## src/rtl/minterm_sweeper_if.sv

```systemverilog
// Row stream between the minterm sweeper and its consumer.
// The sweeper drives the row; the consumer drives out_ready.
interface minterm_sweeper_if #(
    parameter int N = 4,
    parameter int C = 5
);
    logic         out_valid;
    logic         out_ready;
    logic [N-1:0] out_idx;
    logic [C-1:0] out_bits;

    modport master (
        output out_valid,
        output out_idx,
        output out_bits,
        input  out_ready
    );

    modport slave (
        input  out_valid,
        input  out_idx,
        input  out_bits,
        output out_ready
    );
endinterface

```

## src/rtl/minterm_sweeper.sv

```systemverilog
// Bank of C programmable N-input sum-of-minterms functions.
// A sweep streams the full truth table and counts the 1 rows per channel.
module minterm_sweeper #(
    parameter int N  = 4,
    parameter int C  = 5,
    parameter int CW = 3
) (
    input  logic              clk,
    input  logic              reset,
    input  logic              cfg_we,
    input  logic [CW-1:0]     cfg_ch,
    input  logic [2**N-1:0]   cfg_mask,
    input  logic              start,
    minterm_sweeper_if.master out,
    output logic              busy,
    output logic              done,
    input  logic [CW-1:0]     count_sel,
    output logic [N:0]        count
);
    localparam int DEPTH = 2**N;

    typedef enum logic [1:0] {IDLE, SWEEP, DONE} state_t;

    state_t           state;
    logic [DEPTH-1:0] mask     [C];
    logic [DEPTH-1:0] eff_mask [C];
    logic [N:0]       cnt      [C];
    logic [N-1:0]     idx_next;
    logic             xfer;

    assign xfer     = (state == SWEEP) && out.out_valid && out.out_ready;
    assign idx_next = out.out_idx + N'(1);

    // A write in the start cycle must be visible to row 0, so row 0 reads the
    // mask as it will be after this edge rather than the stored copy.
    always_comb begin
        for (int unsigned c = 0; c < C; c++) begin
            eff_mask[c] = mask[c];
            if (state == IDLE && cfg_we && cfg_ch == CW'(c))
                eff_mask[c] = cfg_mask;
        end
    end

    always_ff @(posedge clk) begin
        if (reset) begin
            state         <= IDLE;
            out.out_valid <= 1'b0;
            out.out_idx   <= '0;
            out.out_bits  <= '0;
            busy          <= 1'b0;
            done          <= 1'b0;
            for (int unsigned c = 0; c < C; c++) begin
                mask[c] <= '0;
                cnt[c]  <= '0;
            end
        end else begin
            case (state)
                IDLE: begin
                    done <= 1'b0;
                    for (int unsigned c = 0; c < C; c++)
                        mask[c] <= eff_mask[c];
                    if (start) begin
                        state         <= SWEEP;
                        out.out_valid <= 1'b1;
                        busy          <= 1'b1;
                        out.out_idx   <= '0;
                        for (int unsigned c = 0; c < C; c++) begin
                            cnt[c]          <= '0;
                            out.out_bits[c] <= eff_mask[c][0];
                        end
                    end
                end
                SWEEP: begin
                    if (xfer) begin
                        for (int unsigned c = 0; c < C; c++)
                            cnt[c] <= cnt[c] + {{N{1'b0}}, out.out_bits[c]};
                        if (&out.out_idx) begin
                            state         <= DONE;
                            out.out_valid <= 1'b0;
                            busy          <= 1'b0;
                            done          <= 1'b1;
                        end else begin
                            out.out_idx <= idx_next;
                            for (int unsigned c = 0; c < C; c++)
                                out.out_bits[c] <= mask[c][idx_next];
                        end
                    end
                end
                DONE: begin
                    done  <= 1'b0;
                    state <= IDLE;
                end
                default: state <= IDLE;
            endcase
        end
    end

    always_comb begin
        count = '0;
        for (int unsigned c = 0; c < C; c++)
            if (count_sel == CW'(c))
                count = cnt[c];
    end
endmodule

```

## src/flat_wrapper.sv

```systemverilog
// flat-port wrapper written by rule: the top's interface ports become plain ports
module minterm_sweeper_flat 
#(
    parameter int N  = 4,
    parameter int C  = 5,
    parameter int CW = 3
)
  (clk, reset, cfg_we, cfg_ch, cfg_mask, start, busy, done, count_sel, count, out_out_valid, out_out_idx, out_out_bits, out_out_ready);
  minterm_sweeper_if #(.N(N), .C(C)) out_i ();
  input  logic clk;
  input  logic reset;
  input  logic cfg_we;
  input  logic [CW-1:0] cfg_ch;
  input  logic [2**N-1:0] cfg_mask;
  input  logic start;
  output logic busy;
  output logic done;
  input  logic [CW-1:0] count_sel;
  output logic [N:0] count;
  output wire logic [$bits(out_i.out_valid)-1:0] out_out_valid;
  output wire logic [$bits(out_i.out_idx)-1:0] out_out_idx;
  output wire logic [$bits(out_i.out_bits)-1:0] out_out_bits;
  input wire logic [$bits(out_i.out_ready)-1:0] out_out_ready;
  assign out_out_valid = out_i.out_valid;
  assign out_out_idx = out_i.out_idx;
  assign out_out_bits = out_i.out_bits;
  assign out_i.out_ready = out_out_ready;
  minterm_sweeper #(.N(N), .C(C), .CW(CW)) u_core (.clk(clk), .reset(reset), .cfg_we(cfg_we), .cfg_ch(cfg_ch), .cfg_mask(cfg_mask), .start(start), .out(out_i), .busy(busy), .done(done), .count_sel(count_sel), .count(count));
endmodule
```

## config.mk

```make
export PLATFORM = sky130hd
export DESIGN_NAME = minterm_sweeper_flat
export DESIGN_NICKNAME = d
export VERILOG_FILES = /design/src/rtl/minterm_sweeper_if.sv /design/src/rtl/minterm_sweeper.sv /design/src/flat_wrapper.sv
export SDC_FILE = /design/constraint.sdc
export NUM_CORES = 1
export LEC_CHECK = 0
export BUFFER_PORTS_ARGS = -buffer_cell sky130_fd_sc_hd__clkbuf_2
export CORE_MARGIN = 2
export CORE_UTILIZATION = 40
export CTS_BUF_LIST = sky130_fd_sc_hd__clkbuf_4 sky130_fd_sc_hd__clkbuf_8
export DETAILED_ROUTE_END_ITERATION = 10
export GPL_TIMING_DRIVEN = 0
export MAX_ROUTING_LAYER = met4
export PLACE_DENSITY_LB_ADDON = 0.2
export SETUP_SLACK_MARGIN = 0.3
export SLEW_MARGIN = 10
export SYNTH_ARGS = -nofsm -noshare
export SYNTH_HDL_FRONTEND = slang
export SYNTH_SLANG_ARGS = --single-unit
```

## constraint.sdc

```tcl
create_clock -name clk -period 4.6 [get_ports clk]
set_input_delay 0.23 -clock clk [delete_from_list [all_inputs] [get_ports clk]]
set_output_delay 0.23 -clock clk [all_outputs]
set_load 0.01 [all_outputs]
```

==> metrics.md <==
| Metric | Value |
|---|---|
| Overall power | `2.38 mW` |
| Static leakage power | `2.53 nW` |
| First-pass GRT wire length | `20400 µm` |
| Share of cells above drive strength 1 | `25.5%` |
| Internal power | `1.84 mW` |
| CTS buffer count | `17` |
| Setup TNS | `0 ns` |
| PwrDens | `350 nW/µm²` |
| Register area share after synthesis | `57.2%` |
| Vias in the first global route | `3799` |
| Synth Net Count | `468` |
| # rows | `44` |
| Max_slew headroom | `38.1%` |
| Largest net degree at the start of global routing | `17` |
| Sequential power share | `52.3%` |
| Minimum clock period | `2.30 ns` |
| Clk root buf | `clkbuf_8` |
| # resized after CTS | `0` |
| TritonRoute pass-1 iters | `4` |
| CTS Buffer Depth | `2` |
| WS Path Type | `reg -> reg` |
| Switching share of total power | `22.7%` |
| DPL Wire Length | `9140 µm` |
| Final WL | `12600 µm` |
| DIE HEIGHT | `126 µm` |
| Overflow after GRT | `0` |
| Status | `finished clean` |
| Startpoint Class | `flop` |
| Vias/cell | `5.26` |
| Initial Util | `41.0%` |
| Post-synth EDFFs | `105` |
| Final-stage net count | `528` |
| P&R area growth vs syn | `14.1%` |
| Antenna violations before repair | `0` |
| Total GRT Usage | `17.6%` |
| Worst skew pair latency | `0.44 ns` |
| Routed WL per cell | `18.4 µm` |
| H-tree Lvls | `4` |
| Switch Pwr | `0.541 mW` |
| #FFs+latches synth | `118` |
| Ant diodes | `0` |
| DRC | `0` |
| Die ar. | `15900 µm²` |
| Synthesized area | `5960 µm²` |
| Die width | `126 µm` |
| GP Congestion | `0.803` |
| Logic pwr share | `8.0%` |
| Post-CTS setup buffer count | `0` |
| Tightest Hold Check Type | `in -> reg` |
| Input/output buffers | `40` |
| Maximum VDD drop | `0.162 mV` |
| Via count | `3608` |
| Worst EP required | `4.93 ns` |
| CORE AREA | `14500 µm²` |
| Hold Buf Count CTS | `0` |
| Top_reg_cell synth | `edfxtp_1` |
| Synth Instances | `430` |
| Filler instances | `1330` |
| Clock power frac | `39.7%` |
| Top Ports | `44` |
| Fmax | `0.435 GHz` |
| Part of the cycle the worst path needs | `49.9%` |
| Fin. max-slew vios | `0` |
| WP data arrival | `2.63 ns` |
| Max cap viols | `0` |
| Tightest Pin Transition | `0.922 ns` |
| CTS tree | `yes` |
| Crit end category | `flop` |
| Cell variety after synth | `53` |
| DR iter-0 viols | `192` |
| Largest fanout on the critical path | `10` |
| Async SR Flop Fraction | `0%` |
| Mean Syn Cell Area | `13.9 µm²` |
| TritonCTS Sinks | `118` |
| Final Setup Violations | `0` |
| Ys Warns | `0` |
| Clock Pin Slew Worst Setup and Hold Paths | `0.06 ns` |
| Worst Skew | `0.0110 ns` |
| Final antenna-violating net count | `0` |
| Final Hold Viols | `0` |
| RSZ-0062 raised after global routing | `no` |
| Final Util | `46.8%` |
-- per-stage QoR --
step	setup WS, ns	area, µm²	cells	hold WS [ns]
floorplan	2.35	5960	430	0.419
global placement	1.78	6390	654	0.508
detailed placement	2.28	6410	655	0.510
CTS	2.26	6800	686	0.0881
global route	2.20	6800	686	0.116
finish	2.30	6800	686	0.129
-- kinds of logic after synthesis --
group	Yosys count	synth area share [%]
DFF	118	57.2
and+or+nand+nor	176	17.3
muxes	36	11.4
AOI/OAI and AO/OA	40	5.18
adders and majority gates	11	2.31
buffers and inverters	31	3.59
xor gates and xnor gates	18	2.96
-- worst max-delay path: stages (launching register included) --
cell and delay (ns):
dfxtp_1 0.36, ha_1 0.40, clkbuf_8 0.23, clkbuf_8 0.21, mux4_2 0.35, mux2i_1 0.22
a311oi_1 0.13, a32o_2 0.28
-- synth_stat cells, types with 3 or more instances --
cell        n  area share, %
buf_4       3           0.38
or3_1       3           0.31
o21ai_0     6           0.50
xor2_1     11            1.6
a311o_1     3           0.50
inv_1       8           0.50
nand2_1     6           0.38
clkbuf_2    5           0.42
clkbuf_1    5           0.31
a31oi_1     3           0.31
dfxtp_1    13            4.4
ha_1       11            2.3
nor2_1     27            1.7
clkbuf_8    4           0.92
nor3_1      7           0.59
nor2_2      3           0.31
xnor2_1     6           0.88
nand3_1    23            1.9
edfxtp_1  105             53
a21oi_1     7           0.59
mux4_2     23            8.7
buf_6       3           0.57
mux2i_1    11            1.8
a311oi_1    7            1.0
a32o_1      4           0.67
nand2b_1    6           0.63
and2_1     87            9.1
-- sequential cells by signal, summed over array words and instances, names as in the netlist --
name and cells:
u_core.out.out_idx 4, u_core.state 2, u_core.done 1, u_core.out.out_bits 5
u_core.cnt 25, u_core.mask 80, u_core.out.out_valid 1
-- metal layers --
| metal | routed length, µm | track usage, % | share of wire, % | up-vias |
|---|---|---|---|---|
| li1 | - | - | - | 1733 |
| met1 | 5710 | 21.8 | 45 | 1793 |
| met2 | 6260 | 28.6 | 50 | 66 |
| met3 | 447 | 3.91 | 3.5 | 16 |
| met4 | 205 | 6.01 | 1.6 | 0 |
| met5 | 0 | - | 0 | - |
-- power by group through the flow --
| stage | combinational, mW | clock (mW) | sequential, mW |
|---|---|---|---|
| after global routing | 0.211 | 1.02 | 1.25 |
| after floorplan | 0.122 | 0 | 1.26 |
| after global placement | 0.188 | 0 | 1.27 |
| after CTS | 0.195 | 0.968 | 1.25 |
| final | 0.191 | 0.945 | 1.25 |
| after detailed placement | 0.194 | 0 | 1.27 |
-- layout make-up --
| type | instances | area [µm²] | area share (%) |
|---|---|---|---|
| Tap cell | 184 | 230 | 3.38 |
| Buffer | 23 | 184 | 2.70 |
| Sequential cell | 118 | 3410 | 50.2 |
| Clock buffer | 20 | 256 | 3.77 |
| Clock inverter | 11 | 134 | 1.97 |
| Inverter | 8 | 30.0 | 0.441 |
| Timing Repair Buffer | 41 | 215 | 3.16 |
| Multi-Input combinational cell | 281 | 2340 | 34.4 |
-- worst paths after layout --
kind | start | endpoint | slack, ns | cells after the start
worst max-delay path | u_core.out.out_idx[0] | u_core.out.out_bits[2] | 2.30 | 7
worst min-delay path | start | u_core.out.out_valid | 0.13 | 3
worst max register to register | u_core.out.out_idx[0] | u_core.out.out_bits[2] | 2.30 | 7
worst min register to register | u_core.done | u_core.done | 0.52 | 2
-- layout by cell type, fill, tap and decap left out, types with 2 or more instances in the layout --
cell | netlist | routed
mux2i_1 | 11 | 11
dfxtp_1 | 13 | 13
and2_1 | 87 | 87
edfxtp_1 | 105 | 105
nor2b_1 | 2 | 2
nand2_1 | 6 | 6
clkinv_2 | 0 | 3
nor2_2 | 3 | 3
xor2_1 | 11 | 11
a311oi_1 | 7 | 7
bufinv_16 | 0 | 3
clkbuf_1 | 5 | 5
clkbuf_2 | 5 | 45
o21ai_0 | 6 | 6
buf_4 | 3 | 3
inv_1 | 8 | 8
clkbuf_4 | 0 | 3
nor3_1 | 7 | 7
a32o_1 | 4 | 4
a21oi_1 | 7 | 7
or3_1 | 3 | 3
buf_6 | 3 | 3
nand3_1 | 23 | 23
nand2b_1 | 6 | 6
a311o_1 | 3 | 3
mux4_1 | 2 | 2
clkinv_1 | 0 | 3
or2_2 | 2 | 2
a21boi_2 | 2 | 2
a31oi_1 | 3 | 3
nor2_1 | 27 | 27
ha_1 | 11 | 11
clkbuf_8 | 4 | 21
mux4_2 | 23 | 23
clkinv_4 | 0 | 2
xnor2_1 | 6 | 6
Note: power is estimated with default switching activity, not from simulation.
